`config.mk`:
```
export PLATFORM = sky130hd
export DESIGN_NAME = loop_buffer_drain_intel
export DESIGN_NICKNAME = d
export VERILOG_FILES = /design/src/rtl/loop_buffer_drain_intel_pkg.sv /design/src/rtl/loop_buffer_drain_intel_drain_skid_fifo.sv /design/src/rtl/loop_buffer_drain_intel.sv
export SDC_FILE = /design/constraint.sdc
export NUM_CORES = 2
export LEC_CHECK = 0
export ABC_AREA = 1
export BUFFER_PORTS_ARGS = -buffer_cell sky130_fd_sc_hd__buf_2
export CORE_MARGIN = 2
export CORE_UTILIZATION = 35
export CTS_CLUSTER_SIZE = 30
export DETAILED_ROUTE_END_ITERATION = 16
export GPL_ROUTABILITY_DRIVEN = 0
export PLACE_DENSITY = 0.64
export SLEW_MARGIN = 20
export SYNTH_ARGS = -nofsm -noshare
export SYNTH_HDL_FRONTEND = slang
export SYNTH_SLANG_ARGS = --single-unit
export TNS_END_PERCENT = 5
```
`constraint.sdc`:
```
create_clock -name clk -period 31.7 [get_ports clk]
set_input_delay 0 -clock clk [delete_from_list [all_inputs] [get_ports clk]]
set_output_delay 0 -clock clk [all_outputs]
set_load 0.01 [all_outputs]
```
`src/rtl/loop_buffer_drain_intel_pkg.sv`:
```
// Shared definitions for the loop-buffer drain: FSM encoding, clog2 and
// skid-depth legality check.
package loop_buffer_drain_intel_pkg;

  typedef enum logic {IDLE = 1'b0, READ = 1'b1} state_e;

  function automatic int clog2(input int v);
    int r;
    r = 0;
    for (int i = 0; i < 32; i++) if ((1 << r) < v) r++;
    return r;
  endfunction

  // The skid must absorb every read already in flight when m_ready drops.
  function automatic bit skid_depth_ok(input int depth, input int lat);
    return (lat >= 1) && (depth >= lat + 2) && ((depth & (depth - 1)) == 0);
  endfunction

endpackage

```
`src/rtl/loop_buffer_drain_intel_drain_skid_fifo.sv`:
```
// Synchronous FIFO whose head is always a flop, so m_data/m_last come
// straight from storage and never from the write path.
module drain_skid_fifo
  import loop_buffer_drain_intel_pkg::*;
#(
  parameter int WIDTH = 65,
  parameter int DEPTH = 8
) (
  input  logic             clk,
  input  logic             rst,
  input  logic             wr_en,
  input  logic [WIDTH-1:0] wr_data,
  input  logic             rd_en,
  output logic [WIDTH-1:0] rd_data,
  output logic             valid
);
  localparam int AW = clog2(DEPTH);

  logic [WIDTH-1:0] mem [DEPTH];
  logic [AW-1:0]    wr_ptr, rd_ptr;
  logic [AW:0]      count;
  logic             pop;

  assign valid   = (count != '0);
  assign rd_data = mem[rd_ptr];
  assign pop     = rd_en && valid;

  always_ff @(posedge clk or posedge rst) begin
    if (rst) begin
      wr_ptr <= '0;
      rd_ptr <= '0;
      count  <= '0;
      for (int i = 0; i < DEPTH; i++) mem[i] <= '0;
    end else begin
      if (wr_en) begin
        mem[wr_ptr] <= wr_data;
        wr_ptr      <= wr_ptr + AW'(1);
      end
      if (pop) rd_ptr <= rd_ptr + AW'(1);
      case ({wr_en, pop})
        2'b10:   count <= count + (AW+1)'(1);
        2'b01:   count <= count - (AW+1)'(1);
        default: count <= count;
      endcase
    end
  end

endmodule

```
`src/rtl/loop_buffer_drain_intel.sv`:
```
// Drains whole blocks from a loop buffer into a credit-limited skid FIFO,
// tagging each block with its info word until its last word is accepted.
module loop_buffer_drain_intel
  import loop_buffer_drain_intel_pkg::*;
#(
  parameter int RDATA_WIDTH  = 64,
  parameter int RADDR_WIDTH  = 8,
  parameter int READ_LATENCY = 3,
  parameter int INFO_WIDTH   = 256,
  parameter int SKID_DEPTH   = 8
) (
  input  logic                   clk,
  input  logic                   rst,
  output logic [RADDR_WIDTH-1:0] rd_addr,
  input  logic [RDATA_WIDTH-1:0] rd_data,
  input  logic                   rd_vld,
  input  logic [INFO_WIDTH-1:0]  rd_info,
  output logic                   rd_rdy,
  output logic [RDATA_WIDTH-1:0] m_data,
  output logic                   m_valid,
  output logic                   m_last,
  output logic [INFO_WIDTH-1:0]  m_info,
  input  logic                   m_ready
);
  localparam int CW = clog2(SKID_DEPTH) + 1;
  localparam logic [RADDR_WIDTH-1:0] ADDR_MAX = '1;

  if (!skid_depth_ok(SKID_DEPTH, READ_LATENCY)) begin : g_bad_skid_depth
    $error("SKID_DEPTH must be a power of 2 and >= READ_LATENCY+2");
  end

  state_e                  state, state_nxt;
  logic [RADDR_WIDTH-1:0]  addr;
  logic [CW-1:0]           outstanding;
  logic                    credit, issue, start, last_issue, pop;
  logic [READ_LATENCY:0]   vld_pipe, last_pipe;
  logic [READ_LATENCY-1:0] vld_q, last_q;
  logic [RDATA_WIDTH:0]    fifo_head;
  logic [INFO_WIDTH-1:0]   info_q [2];
  logic                    info_wr, info_rd;
  logic [1:0]              info_cnt;

  // Outstanding counts both in-flight reads and FIFO contents, so the FIFO
  // can never be asked to take more than it holds.
  assign credit     = (outstanding < CW'(SKID_DEPTH));
  assign last_issue = issue && (addr == ADDR_MAX);
  assign rd_rdy     = last_issue;
  assign rd_addr    = addr;

  always_ff @(posedge clk or posedge rst) begin
    if (rst) state <= IDLE;
    else     state <= state_nxt;
  end

  always_comb begin
    state_nxt = state;
    issue     = 1'b0;
    start     = 1'b0;
    case (state)
      IDLE: if (rd_vld && (info_cnt != 2'd2)) begin
        start     = 1'b1;
        state_nxt = READ;
      end
      READ: if (credit) begin
        issue = 1'b1;
        if (addr == ADDR_MAX) state_nxt = IDLE;
      end
      default: state_nxt = IDLE;
    endcase
  end

  always_ff @(posedge clk or posedge rst) begin
    if (rst)        addr <= '0;
    else if (start) addr <= '0;
    else if (issue) addr <= addr + RADDR_WIDTH'(1);
  end

  assign vld_pipe  = {vld_q, issue};
  assign last_pipe = {last_q, last_issue};

  always_ff @(posedge clk or posedge rst) begin
    if (rst) begin
      vld_q  <= '0;
      last_q <= '0;
    end else begin
      vld_q  <= vld_pipe[READ_LATENCY-1:0];
      last_q <= last_pipe[READ_LATENCY-1:0];
    end
  end

  drain_skid_fifo #(.WIDTH(RDATA_WIDTH + 1), .DEPTH(SKID_DEPTH)) u_skid (
    .clk     (clk),
    .rst     (rst),
    .wr_en   (vld_pipe[READ_LATENCY]),
    .wr_data ({last_pipe[READ_LATENCY], rd_data}),
    .rd_en   (m_ready),
    .rd_data (fifo_head),
    .valid   (m_valid)
  );

  assign {m_last, m_data} = fifo_head;
  assign pop              = m_valid && m_ready;

  always_ff @(posedge clk or posedge rst) begin
    if (rst) outstanding <= '0;
    else case ({issue, pop})
      2'b10:   outstanding <= outstanding + CW'(1);
      2'b01:   outstanding <= outstanding - CW'(1);
      default: outstanding <= outstanding;
    endcase
  end

  // Two entries let the next block start issuing while the previous block's
  // tail is still draining through the skid.
  always_ff @(posedge clk or posedge rst) begin
    if (rst) begin
      info_q[0] <= '0;
      info_q[1] <= '0;
      info_wr   <= 1'b0;
      info_rd   <= 1'b0;
      info_cnt  <= '0;
    end else begin
      if (start) begin
        info_q[info_wr] <= rd_info;
        info_wr         <= ~info_wr;
      end
      if (pop && m_last) info_rd <= ~info_rd;
      case ({start, pop && m_last})
        2'b10:   info_cnt <= info_cnt + 2'd1;
        2'b01:   info_cnt <= info_cnt - 2'd1;
        default: info_cnt <= info_cnt;
      endcase
    end
  end

  assign m_info = info_q[info_rd];

endmodule

```
# Yosys cells after proc, flatten, opt, wreduce, memory -nomap -nowiden
# Index checks and enable logic that the tools add are counted.
# Widths: inputs -> output; s select.
[word_totals] register_bits=1065 out_inout_bits=331
[classes] n_addsub=9 magnitude_cmp=7 eq_ne=8 muxes=24 n_bitwise=7 reduce_logical=11
[ops] op="$mux 256" n=4
[ops] op="$bwmux 520" n=1
[ops] op="$bwmux 512" n=1
[ops] op="$demux 256 s1" n=1
[ops] op="$bmux 65 s3" n=1
[ops] op="$demux 65 s3" n=1
[ops] op="$mux 65" n=3
[ops] op="$mux 8" n=2
[ops] op="$pmux 4 s2" n=2
[ops] op="$add 4x1->4 const B" n=2
[ops] op="$add 8x1->8 const B" n=1
[ops] op="$eq 8x8->1 const B" n=1
[ops] op="$ge 4x4->1 const B" n=2
[ops] op="$not 3->4" n=2
[ops] op="$reduce_bool 2->1" n=4
[ops] op="$sub 4x1->4 const B" n=2
[ops] op="$add 3x1->3 const B" n=2
[ops] op="$eq 2x1->1 const B" n=3
[ops] op="$eq 2x2->1 const B" n=3
[ops] op="$logic_and 1x1->1" n=6
[ops] op="$mux 1" n=6
[ops] op="$ge 2x2->1 const B" n=2
[ops] op="$lt 4x1->1 const B" n=1
[ops] op="$lt 4x4->1 const B" n=1
[ops] op="other kinds (9)" n=12

# Depth between registers and ports, before layout
[depth] ltp_word=7 depth_mapped=14 mapped_depth_nobuf=14

# Hierarchy
# From an unflattened synthesis, not the netlist that was laid out.
[unflattened] cells_unflattened=5746 hier_area_um2=47668.2
[modules_own_cells] module="loop_buffer_drain_intel" n_inst=1 cells_per_inst=2855 area_per_inst_um2=23861.6 seq_area_each_um2=13387.8
[modules_own_cells] module="drain_skid_fifo" n_inst=1 cells_per_inst=2891 area_per_inst_um2=23806.6 seq_area_each_um2=13262.7

# Worst setup path after synthesis
# Ideal clock, no wire load.
[synth_timing] path_kind="register -> register" from="register u_skid.rd_ptr[0]" to="register info_cnt[1]" setup_ps=124 arrival_time_ps=1945 required_ps=31576 setup_slack_ps=29631 path_stages_with_launch=13 path_buffers=3 period_less_slack_ps=2069 path_cell_list="dfrtp_1 buf_2 buf_4 inv_2 buf_2 o21ai_0 nand3_1 nand3_1 inv_1 ha_1 a21oi_1 o21ai_0 xnor2_1"
[synth_via] elab_chain_cells=7 elab_cells_between_ends=9 cone_classes="eq/ne (2); mux (4); bitwise (1); reduce/logical (2)"
[synth_lines] item="from (decl)" line_no="loop_buffer_drain_intel_drain_skid_fifo.sv:20" text="logic [AW-1:0] wr_ptr, rd_ptr;"
[synth_lines] item="from (signal assigned)" line_no="loop_buffer_drain_intel_drain_skid_fifo.sv:39" text="if (pop) rd_ptr <= rd_ptr + AW'(1);"
[synth_lines] item="$not 3->4 (not written as such) (*)" line_no="loop_buffer_drain_intel_drain_skid_fifo.sv:25" text="assign rd_data = mem[rd_ptr];"
[synth_lines] item="$bmux 65 s3 (*)" line_no="loop_buffer_drain_intel_drain_skid_fifo.sv:25"
[synth_lines] item="$mux 65 (not written as such) (*) (2 in series)" line_no="loop_buffer_drain_intel_drain_skid_fifo.sv:25"
[synth_lines] item="$logic_and 1x1->1 (*)" line_no="loop_buffer_drain_intel.sv:128" text="case ({start, pop && m_last})"
[synth_lines] item="$eq 2x1->1 / $eq 2x2->1 (equally long branches)" line_no="loop_buffer_drain_intel.sv:128"
[synth_lines] item="$pmux 2 s2 / $reduce_bool 2->1 (equally long branches)"
[synth_lines] item="to (signal assigned)" line_no="loop_buffer_drain_intel.sv:129" text="2'b10: info_cnt <= info_cnt + 2'd1;"
[synth_lines] item="to (signal assigned)" line_no="loop_buffer_drain_intel.sv:130" text="2'b01: info_cnt <= info_cnt - 2'd1;"
[synth_lines] item="to (signal assigned)" line_no="loop_buffer_drain_intel.sv:131" text="default: info_cnt <= info_cnt;"
[synth_lines] item="to (decl)" line_no="loop_buffer_drain_intel.sv:41" text="logic [1:0] info_cnt;"
# Mark *: on every way between the ends. The rest lies on a longest branch, timed or not. The select of a mux whose other input is x is not followed.
# A chain may end at the register's enable or synchronous reset.

# Worst setup path after layout
[layout_timing] from="register u_skid.rd_ptr[0]" to="output m_data[13]"
[layout_via] elab_chain_cells=4
[layout_lines] item="$not 3->4 (not written as such)" line_no="loop_buffer_drain_intel_drain_skid_fifo.sv:25"
[layout_lines] item="$bmux 65 s3" line_no="loop_buffer_drain_intel_drain_skid_fifo.sv:25"
[layout_lines] item="$mux 65 (not written as such) (2 in series)" line_no="loop_buffer_drain_intel_drain_skid_fifo.sv:25"
[layout_lines] item="to (decl)" line_no="loop_buffer_drain_intel.sv:19" text="output logic [RDATA_WIDTH-1:0] m_data,"
# No other way between the ends. The select of a mux whose other input is x is not followed.

==> results_dict.tcl <==
set metrics [dict create \
    run_status "completed" \
    grt_pass1_vias 39934 \
    tns_ns 0 \
    leakage_nw 30.1 \
    area_growth_pct 25.5 \
    via_per_inst 4.91 \
    clk_pin_slew_ns 0.06 \
    drive_above_1_share_pct 17.0 \
    port-buffer-count 654 \
    crit_type "flop to output pin" \
    clk_latency_ns 0.75 \
    io_pins 655 \
    grt_antenna_before_repair 25 \
    place_inst 7718 \
    fin_ws_ns 27.17 \
    cts.sinks 1065 \
    endpoint_kind "output pin" \
    dpl-instance-area_um2 51300 \
    drv_cap 0 \
    ys_seq_elements 1065 \
    max_freq_mhz 221 \
    synth.distinct_cells 26 \
    cts-root-buf "clkbuf_16" \
    dp_hpwl_mm 89.2 \
    final_max_slew_viol_count 0 \
    min_period_over_period_pct 14.3 \
    synth-main-ff-cell "dfrtp_1" \
    peakVddDrop_uv 58.6 \
    max_stage_delay_ns 0.95 \
    cp_data_arrival_time_ns 4.53 \
    overflow 0 \
    grt_util_all_layers_pct 21.1 \
    slew_headroom_pct 21.1 \
    rsz0062_at_grt "false" \
    drt_iter0_markers 3266 \
    drc 0 \
    cpMaxStageDelayCell "buf_4" \
    postCtsSetupBuffers 0 \
    hold_buffers 367 \
    stdcell_count 8327 \
    syn_inst 5632 \
    synth_area_um2 47000 \
    antenna_left 0 \
    numCtsBuffers 116 \
    ys_async_sr_fraction_pct 100 \
    multiInputGateArea_um2 17300 \
    fin_area_um2 59000 \
    htreeDepth 3 \
    dieHeight_um 370 \
    synth_edf_count 0 \
    num-nets-final 6769 \
    setup_viol 0 \
    dr_total_vias 40893 \
    cts_resized 0 \
    dr.pass1.iters 6 \
    powerDensity_nw_per_um2 87.1 \
    initial_core_util_pct 35.2 \
    crit_path_max_fanout 102 \
    grt_max_degree 208 \
    hold_class "primary input to asynchronous set/reset pin" \
    cp-start-kind "flop" \
    drt-total-wl_mm 147 \
    die-area_um2 137000 \
    tightest_slew_ns 1.18 \
    post-place-ws_ns 27.96 \
    yosysWarnings 0 \
    cts_tree "done" \
    seq_area_um2 26700 \
    hold_violations 0 \
    core_area_um2 133000 \
    die_x_um 370 \
    clock_path_buffers 3 \
    rows 134 \
    wire_per_inst_um 17.7 \
    worstPathRequired_ns 31.70 \
    fin_skew_ns 0.0671 \
    ys_seq_area_share_pct 56.7 \
    grt_pass1_wl_mm 230 \
    num-fill-cells 12987 \
    syn_area_per_cell_um2 8.35 \
    post-route-min-period_ns 4.53 \
    synth_nets 5964 \
    crit_chain "buf_4 > buf_4 > o21ai_0 > o22ai_1 > nand2_1 > nand2_1 > buf_2" \
]
-- kinds of logic after synthesis --
logic type                 Yosys count  share of synthesized area (%)
and+or+nand+nor                   2371                           19.0
AOI/OAI and AO/OA                 1437                           17.3
DFF                               1065                           56.7
buffers and inverters              741                           6.61
xor gates and xnor gates            10                          0.186
adders and majority gates            8                          0.213
-- registers in the layout, indices dropped and copies added (netlist names) --
signal / cells
u_skid.mem: 520
last_q: 3
u_skid.wr_ptr: 3
rd_addr: 8
vld_q: 3
info_q: 512
u_skid.count: 4
state: 1
u_skid.rd_ptr: 3
info_wr: 1
outstanding: 4
info_rd: 1
info_cnt: 2
-- final timing paths --
kind,from,endpoint,slack [ns],cells after the start
worst max-delay path,u_skid.rd_ptr[0]$_DFFE_PP0P_,m_data[13],27.17,7
worst min-delay path,rst,info_q[249]$_DFFE_PP0P_,0.06,3
worst max register to register,u_skid.rd_ptr[0]$_DFFE_PP0P_,info_cnt[1]$_DFFE_PP0P_,28.03,12
worst min register to register,last_q[0]$_DFF_PP0_,last_q[1]$_DFF_PP0_,0.35,0
max in group asynchronous,rst,u_skid.mem[280]$_DFFE_PP0P_,28.39,6
min in group clk,rd_info[152],info_q[408]$_DFFE_PP0P_,0.07,4
-- layout make-up --
| type | count | area share (%) |
|---|---|---|
| diodes | 23 | 0.0976 |
| clock buffers | 175 | 5.79 |
| flip-flops and latches | 1065 | 45.2 |
| multi-input cells | 3826 | 29.4 |
| well taps | 1768 | 3.75 |
| clock inverters | 42 | 0.901 |
| inverters | 359 | 2.32 |
| repair buffers | 1069 | 12.6 |
-- stage by stage --
step | util [%] | total power, mW | hold WS, ns
4_1_cts | 44.1 | 5.17 | 0.000340
5_1_grt | 44.2 | 5.51 | 0.0309
3_3_place_gp | 38.4 | 3.68 | 0.259
6_report | 44.2 | 5.14 | 0.0557
2_1_floorplan | - | 3.11 | 0.145
3_5_place_dp | 38.4 | 3.72 | 0.262
-- power by group --
| part | switching (mW) | leakage, nW | internal [mW] |
|---|---|---|---|
| clock network | 0.583 | 1.94 | 0.812 |
| logic | 1.17 | 14.6 | 0.589 |
| registers | 0.234 | 13.6 | 1.75 |
-- synth_stat cells, types with 2 or more instances --
cell      count  area [um^2]
nand2_1    1998         7500
dfrtp_1    1065        26700
o21ai_0     985         4930
inv_1       356         1340
nor2_1      343         1290
clkbuf_1    267         1000
o21ai_2     200         1750
o22ai_1     128          801
a21oi_1      72          360
buf_2        59          295
o21ai_1      50          250
buf_6        28          315
nand3_1      18         90.1
buf_1        17         63.8
buf_4        11         82.6
ha_1          8          100
nand4_1       6         37.5
xnor2_1       5         43.8
xor2_1        5         43.8
nor3_1        3         15.0
inv_2         2         7.51
nand3b_1      2         15.0
-- placed cells by master, fill, tap and decap left out, types with 6 or more instances in the layout --
cell type,Yosys,final
a21oi_1,72,72
buf_2,59,654
buf_4,11,40
bufinv_16,0,8
clkbuf_1,267,31
clkbuf_16,0,117
clkbuf_8,0,27
clkinv_2,0,22
dfrtp_1,1065,1061
diode_2,0,23
dlygate4sd3_1,0,367
ha_1,8,8
inv_1,356,353
nand2_1,1998,1992
nand2_4,0,6
nand3_1,18,16
nand4_1,6,6
nor2_1,343,343
o21ai_0,985,985
o21ai_1,50,50
o21ai_2,200,200
o22ai_1,128,128
-- layer usage --
layer  global-route usage, %  share of wire, %  vias up
met1                    27.9                43    19627
met4                    6.97               3.0        6
met2                    33.6                46     1359
li1                        -                 -    19640
met3                    5.34               7.6      261
met5                       0             0.028        -
-- critical path, delay by kind of cell (launching register included) --
kind | cells | cell delay, ns
DFF | 1 | 0.94
and+or+nand+nor | 2 | 0.25
AOI/OAI and AO/OA | 2 | 0.40
buffers and inverters | 3 | 1.95
No activity file was read; power rests on OpenSTA's default activity.
